===== src/rtl/jtopll_wrq_pkg.sv =====
// Shared constants for the jtopll/jtopl write queue: YM2413 bus recovery times,
// the queued entry layout and the replay FSM state encodings.
package jtopll_wrq_pkg;

  localparam int JTOPLL_ADDR_WAIT = 12;
  localparam int JTOPLL_DATA_WAIT = 84;

  // Wide enough for any recovery time up to 127 cen ticks
  localparam int WAIT_W = 7;

  typedef struct packed {
    logic       addr;
    logic [7:0] din;
  } wrq_entry_t;

  typedef enum logic [1:0] {
    ST_IDLE  = 2'd0,
    ST_ISSUE = 2'd1,
    ST_WAIT  = 2'd2
  } wrq_state_t;

endpackage


===== src/rtl/jtopll_wrq_fifo.sv =====
// Synchronous FIFO of {addr,din} entries. Only the pointers and the occupancy
// count are reset; the storage array comes up undefined.
module jtopll_wrq_fifo
  import jtopll_wrq_pkg::*;
#(
  parameter int DEPTH = 8,
  parameter int AW    = 3
) (
  input  logic        clk,
  input  logic        rst,
  input  logic        push,
  input  logic        pop,
  input  wrq_entry_t  wdata,
  output wrq_entry_t  rdata,
  output logic [AW:0] level,
  output logic        full,
  output logic        empty
);

  wrq_entry_t          mem [DEPTH];
  logic [AW-1:0]       wr_ptr;
  logic [AW-1:0]       rd_ptr;
  logic                wr_en;
  logic                rd_en;

  // full is judged on the registered level, so a same-cycle pop never frees a slot
  assign full  = (level == (AW+1)'(DEPTH));
  assign empty = (level == '0);
  assign wr_en = push && !full;
  assign rd_en = pop && !empty;
  assign rdata = mem[rd_ptr];

  // NOTE: sequential state uses non-blocking assignments so every register samples pre-edge values.
  always_ff @(posedge clk) begin
    if (rst) begin
      wr_ptr <= '0;
      rd_ptr <= '0;
      level  <= '0;
    end else begin
      if (wr_en) wr_ptr <= wr_ptr + AW'(1);
      if (rd_en) rd_ptr <= rd_ptr + AW'(1);
      case ({wr_en, rd_en})
        2'b10:   level <= level + (AW+1)'(1);
        2'b01:   level <= level - (AW+1)'(1);
        default: level <= level;
      endcase
    end
  end

  // NOTE: the storage array has no reset; entries are only ever read after being written.
  always_ff @(posedge clk) begin
    if (wr_en) mem[wr_ptr] <= wdata;
  end

endmodule


===== src/rtl/jtopll_wrq.sv =====
// CPU write queue in front of the OPLL MMR: replays queued writes one at a time,
// holding off ADDR_WAIT/DATA_WAIT cen ticks after each. Optional: JTOPLL_WRQ_OVF_EN.
module jtopll_wrq
  import jtopll_wrq_pkg::*;
#(
  parameter int DEPTH     = 8,
  parameter int AW        = 3,
  parameter int ADDR_WAIT = JTOPLL_ADDR_WAIT,
  parameter int DATA_WAIT = JTOPLL_DATA_WAIT
) (
  input  logic        clk,
  input  logic        rst,
  input  logic        cen,
  input  logic [7:0]  cpu_din,
  input  logic        cpu_addr,
  input  logic        cpu_wr,
  output logic        cpu_full,
  output logic [AW:0] level,
  output logic        ovf,
  input  logic        ovf_clr,
  output logic [7:0]  din,
  output logic        addr,
  output logic        write
);

  wrq_state_t        state, state_nx;
  logic [WAIT_W-1:0] cnt, cnt_nx;
  logic [7:0]        din_nx;
  logic              addr_nx;
  logic              write_nx;
  logic              pop;
  logic              empty;
  wrq_entry_t        wr_entry;
  wrq_entry_t        head;

  assign wr_entry = '{addr: cpu_addr, din: cpu_din};

  jtopll_wrq_fifo #(
    .DEPTH (DEPTH),
    .AW    (AW)
  ) u_fifo (
    .clk   (clk),
    .rst   (rst),
    .push  (cpu_wr),
    .pop   (pop),
    .wdata (wr_entry),
    .rdata (head),
    .level (level),
    .full  (cpu_full),
    .empty (empty)
  );

  // NOTE: every always_comb output gets a default first so no latch is inferred.
  always_comb begin
    state_nx = state;
    cnt_nx   = cnt;
    din_nx   = din;
    addr_nx  = addr;
    write_nx = 1'b0;
    pop      = 1'b0;
    case (state)
      ST_IDLE: begin
        if (!empty) begin
          pop      = 1'b1;
          din_nx   = head.din;
          addr_nx  = head.addr;
          write_nx = 1'b1;
          state_nx = ST_ISSUE;
        end
      end
      ST_ISSUE: begin
        cnt_nx   = addr ? WAIT_W'(DATA_WAIT) : WAIT_W'(ADDR_WAIT);
        state_nx = ST_WAIT;
      end
      ST_WAIT: begin
        // Leave on the same edge the count hits zero so pulses are 2 clk + WAIT ticks apart
        if (cnt == '0) begin
          state_nx = ST_IDLE;
        end else if (cen) begin
          cnt_nx = cnt - WAIT_W'(1);
          if (cnt == WAIT_W'(1)) state_nx = ST_IDLE;
        end
      end
      default: state_nx = ST_IDLE;
    endcase
  end

  always_ff @(posedge clk) begin
    if (rst) begin
      state <= ST_IDLE;
      cnt   <= '0;
      din   <= '0;
      addr  <= 1'b0;
      write <= 1'b0;
    end else begin
      state <= state_nx;
      cnt   <= cnt_nx;
      din   <= din_nx;
      addr  <= addr_nx;
      write <= write_nx;
    end
  end

`ifdef JTOPLL_WRQ_OVF_EN
  // Set has priority over clear so an overflow is never lost
  always_ff @(posedge clk) begin
    if (rst)                      ovf <= 1'b0;
    else if (cpu_wr && cpu_full)  ovf <= 1'b1;
    else if (ovf_clr)             ovf <= 1'b0;
  end
`else
  logic unused_ovf_clr;
  assign unused_ovf_clr = ovf_clr;
  assign ovf            = 1'b0;
`endif

endmodule


===== config.mk =====
export PLATFORM = sky130hd
export DESIGN_NAME = jtopll_wrq
export DESIGN_NICKNAME = d
export VERILOG_FILES = /design/src/rtl/jtopll_wrq_pkg.sv /design/src/rtl/jtopll_wrq_fifo.sv /design/src/rtl/jtopll_wrq.sv
export SDC_FILE = /design/constraint.sdc
export NUM_CORES = 1
export LEC_CHECK = 0
export BUFFER_PORTS_ARGS = -buffer_cell sky130_fd_sc_hd__buf_2
export CORE_MARGIN = 2
export CORE_UTILIZATION = 59
export CTS_CLUSTER_SIZE = 40
export DETAILED_ROUTE_END_ITERATION = 6
export GPL_TIMING_DRIVEN = 0
export PLACE_DENSITY_LB_ADDON = 0.08
export RECOVER_POWER = 50
export SLEW_MARGIN = 20
export SYNTH_ARGS = -nofsm -noshare
export SYNTH_HDL_FRONTEND = slang
export SYNTH_SLANG_ARGS = --single-unit

===== constraint.sdc =====
create_clock -name clk -period 3.2 [get_ports clk]
set_input_delay 0.16 -clock clk [delete_from_list [all_inputs] [get_ports clk]]
set_output_delay 0.16 -clock clk [all_outputs]
set_load 0.02 [all_outputs]

Word level (Yosys, flattened, before mapping)
Memories as Yosys holds them, arrays and structs flattened. A register that Yosys moved wholly into a read port is not among the register bits. Index checks and enable logic that the tools add are counted.

Add/sub/neg operators: 5. $mul: 0. Divide/modulo/power cells: 0. Magnitude comparators: 0. Equality and inequality tests: 11. Shifts and indexed selects: 0. Muxes and demuxes: 14. Bitwise logic cells: 1. Reduce and logical (&&, ||, !) cells: 12.

Operator list (number): $mux 7 (3); $pmux 7 s2 (1); $mux 2 (4); $pmux 4 s2 (1); $eq 7x1->1 const B (1); $logic_not 7->1 (1); $sub 7x1->7 const B (1); $add 3x1->3 const B (2); $ne 2x2->1 const B (3); $ne 3x3->1 const B (2); $pmux 2 s3 (1); $reduce_and 3->1 (2); $add 4x1->4 const B (1); $eq 2x1->1 const B (2); $eq 2x2->1 const B (2); $eq 4x4->1 const B (1); $logic_not 4->1 (1); $mux 1 (4); $reduce_bool 2->1 (2); $sub 4x1->4 const B (1); $logic_and 1x1->1 (2); $logic_not 1->1 (2); $logic_not 2->1 (1); $reduce_and 2->1 (1); $not 1->1 (1).

Register bits after elaboration: 20. Latch bits: 0. Memory bits (writable): 72. Bits in read-only memories: 0. Input bits: 14. Output and inout bits: 16. Memories: 1.

Memories: u_fifo.mem (depth 8, bits a word 9, rd ports 1, clocked after Yosys merged registers in 1, write ports 1, RTL line jtopll_wrq_fifo.sv:20) `wrq_entry_t mem [DEPTH];`.

Depth between registers and ports, before layout
Depth after elaboration: 6. Depth in mapped cells: 13. Gate-level depth less buffers: 9.

By module
A second synthesis with hierarchy kept.

Cells, all modules: 284. Area total of the unflattened synthesis: 4325.4 µm².

By module, submodules not included: jtopll_wrq_fifo (times used 1, cells each 178, area each 3428.3 µm², sequential area each 2422.3 µm²); jtopll_wrq (times used 1, cells each 106, area each 897.1 µm², sequential area each 380.4 µm²).

Worst setup path after synthesis
No wires, ideal clock.

Path type: register to register. From: register u_fifo.level[1]. To: register u_fifo.level[3]. Setup time: 121 ps. Data arrival time: 2732 ps. Data required time: 3079 ps. Path slack: 347 ps. Cell stages (with the launch flop): 13. Cell sequence: dfxtp_1 > buf_6 > or4_1 > buf_2 > and2_4 > buf_6 > buf_8 > ha_1 > clkbuf_1 > nor4b_1 > o21ai_0 > o31ai_1 > mux2_2.

Word-level cells in the longest chain between the ends: 6. Elaborated cells on any way between the ends: 14.

Ends and longest elaborated chain: from (decl) (RTL line jtopll_wrq_fifo.sv:15) `output logic [AW:0] level,`; from (signal assigned) (RTL line jtopll_wrq_fifo.sv:43) `2'b10: level <= level + (AW+1)'(1);`; from (signal assigned) (RTL line jtopll_wrq_fifo.sv:44) `2'b01: level <= level - (AW+1)'(1);`; from (signal assigned) (RTL line jtopll_wrq_fifo.sv:45) `default: level <= level;`; $logic_not 4->1 * (RTL line jtopll_wrq_fifo.sv:28) `assign empty = (level == '0);`; $mux 1 * (RTL line jtopll_wrq.sv:63) `if (!empty) begin`; $mux 1 *; net pop (RTL line jtopll_wrq.sv:31) `logic pop;`; $logic_and 1x1->1 * (RTL line jtopll_wrq_fifo.sv:30) `assign rd_en = pop && !empty;`; $eq 2x1->1 or $eq 2x2->1 (tied branches) (RTL line jtopll_wrq_fifo.sv:42) `case ({wr_en, rd_en})`; $pmux 4 s2 or $reduce_bool 2->1 (tied branches).

The timed path passes the listed nets; every way through them passes the cells marked *. A chain may end at the register's enable or synchronous reset.

Final worst setup path
Same ends and word-level chain as after synthesis.

==> results_dict.tcl <==
set metrics [dict create \
    status "finished, final reports clean" \
    htree_levels 3 \
    rows 30 \
    holdPathEnd "u_fifo.wr_ptr[1]" \
    end_kind "register" \
    dp_hpwl_um 5157 \
    max_clock_freq_ghz 0.3351 \
    place.gp.congestion 0.7841 \
    clock-root-buffer "clkbuf_8" \
    critical_path_class "reg -> reg" \
    synthCells 273 \
    worstHoldStart "cpu_wr" \
    grt_pass1_wl_um 12370 \
    dr.first_iter.drc_count 180 \
    finalSetupTns_ns 0 \
    cts_resized 0 \
    setup-violations-final 0 \
    netlist_area_mm2 0.004154 \
    p_per_area_mw_per_mm2 778.7 \
    drc 0 \
    drive_above_1_share_pct 19.94 \
    ant_nets 0 \
    synth_top_cells_by_count "edfxtp_1, dfxtp_1, nor2_1" \
    clockBufferDepth 2 \
    synth_cell_types 51 \
    num_vias 2431 \
    cp_max_fo 11 \
    dp_slack_ns 0.2413 \
    min_period_over_period_pct 93.25 \
    finalHoldViolations 0 \
    dieWidth_um 87.91 \
    syn2layout_area_growth_pct 11.60 \
    post_dp_cell_area_mm2 0.004477 \
    wirelength_um 7919 \
    cap_viol_max_count 0 \
    yosys_most_used_dff "edfxtp_1" \
    overflow 0 \
    port_buffers 27 \
    worst_slew_pin_slew_ns 1.016 \
    grt_antenna_before_repair 0 \
    reg2regPathDepth 12 \
    viasPerCell 5.830 \
    fin_ws_ns 0.2162 \
    cts_hold_buf 0 \
    leakage_nw 1.568 \
    ys_seq_area_share_pct 66.02 \
    cts.sinks 101 \
    numCtsBuffers 9 \
    clkTransAtPathRegs_ns 0.10 \
    synth_nets 295 \
    postSynthAreaPerCell_um2 15.22 \
    boundaryPins 30 \
    rsz0062_at_grt "no" \
    initial_core_util_pct 61.14 \
    ys_seq_elements 101 \
    final_nets 338 \
    final.min_clock_period_ns 2.984 \
    worst-endpoint-arrival_ns 3.25 \
    reg2reg_slack_ns 0.22 \
    required_ns 3.46 \
    synth_edf_count 72 \
    relSlewSlack_pct 31.99 \
    clk_latency_ns 0.36 \
    cp-start-kind "register" \
    slew_violations 0 \
    hold_class "in -> reg" \
    n_antenna_cell 0 \
    final_area_mm2 0.004636 \
    fin_util_pct 68.23 \
    die-area_mm2 0.007728 \
    synth_top_area_share_pct 52.05 \
    fin_skew_ns 0.009235 \
    yosysTopAreaCell "edfxtp_1" \
    async_flop_share_pct 0 \
    drtPass1Iterations 4 \
    wl_per_cell_um 18.99 \
    die_h_um 87.91 \
    grt_pass1_vias 2324 \
    postCtsSetupRepairBufs 0 \
    yosys_warnings 0 \
    max-vdd-ir-drop_mv 0.4386 \
    min_path_cells 3 \
    r2r-start "u_fifo.level[1]" \
    gr-usage-all-layers_pct 22.53 \
    core_mm2 0.006794 \
    grt_max_degree 19 \
    reg2reg_to "u_fifo.level[3]" \
    synth.most_common_cell "edfxtp_1" \
    cts_tree "built" \
    synth_area_leaders "edfxtp_1, dfxtp_1, mux4_2" \
]
## stage by stage
stage	instances	power [mW]	hold slack (ns)
after floorplan	273	2.550	0.2589
after global placement	396	2.815	0.4255
after detailed placement	401	2.857	0.4312
after CTS	417	3.675	0.04770
after global routing	417	3.817	0.09872
final	417	3.610	0.1034
## routing by layer
layer | track usage, % | vias up | share of wire, % | wire [µm]
met5 | 0 | - | 0 | 0
met4 | 6.294 | 0 | 1.1 | 87
met3 | 4.901 | 9 | 5.0 | 392
met2 | 35.47 | 75 | 50 | 3946
met1 | 32.31 | 1207 | 44 | 3493
li1 | - | 1140 | - | -
## area by class of cell
class / count / area (µm²)
flip-flops and latches: 101 / 2743
fillers: 490 / 2158
multi-input cells: 151 / 1304
repair buffers: 32 / 147.6
clock buffers: 9 / 123.9
well taps: 96 / 120.1
plain buffers: 16 / 97.59
clock inverters: 7 / 81.33
inverters: 5 / 18.77
## layout by cell type, fill, tap and decap left out, types with 5 or more instances in the layout
cell      instances
buf_4             6
buf_2             7
clkbuf_8          9
inv_1             5
a21oi_1           9
xor2_1            5
dfxtp_1          29
o22ai_1          11
nor3_1            9
nand3_1           6
edfxtp_1         72
mux4_2           18
ha_1              8
clkbuf_1         29
nand2_1           5
nor2_1           23
## sequential cells by signal (all words and copies together), names as in the netlist
signal and cells:
u_fifo.mem 72, u_fifo.rd_ptr 3, u_fifo.level 4, cnt 7, state 2, addr 1, u_fifo.wr_ptr 3, din 8
write 1
## critical path, stage by stage, from the launching register on
cell and delay (ns):
dfxtp_1 0.33, buf_6 0.13, or4_1 0.45, buf_2 0.16, and2_0 0.17, buf_6 0.14
buf_8 0.15, ha_1 0.28, clkbuf_1 0.18, nor4bb_1 0.32, o21ai_0 0.13, o31ai_1 0.08
mux2_2 0.36
## how the worst max path moves through the flow
stage	from	end	slack [ns]
after CTS	u_fifo.level[1]	u_fifo.level[3]	0.23
final	u_fifo.level[1]	u_fifo.level[3]	0.22
after detailed placement	u_fifo.level[1]	u_fifo.level[3]	0.24
after global routing	u_fifo.level[1]	u_fifo.level[3]	0.07
after floorplan	u_fifo.level[1]	u_fifo.level[3]	0.35
after global placement	u_fifo.level[0]	u_fifo.mem[0][2]	0.09
## report_power, final
part	switching [mW]	total, mW	leakage (nW)	internal [mW]
clock network	0.448	0.822	0.106	0.374
registers	0.0874	1.64	0.892	1.55
logic	0.643	1.15	0.570	0.507
## kinds of logic (layout without fill, tap and decap cells)
| kind of cell | Yosys count | count (layout) | share of synthesized area, % |
|---|---|---|---|
| AOI/OAI and AO/OA | 35 | 35 | 5.633 |
| xor gates and xnor gates | 7 | 7 | 1.476 |
| adders and majority gates | 8 | 8 | 2.410 |
| buffers and inverters | 21 | 69 | 2.831 |
| DFF | 101 | 101 | 66.02 |
| muxes | 21 | 21 | 10.51 |
| other | 1 | 1 | 0.09027 |
| and+or+nand+nor | 79 | 79 | 11.02 |
(Power assumes the default switching activity.)
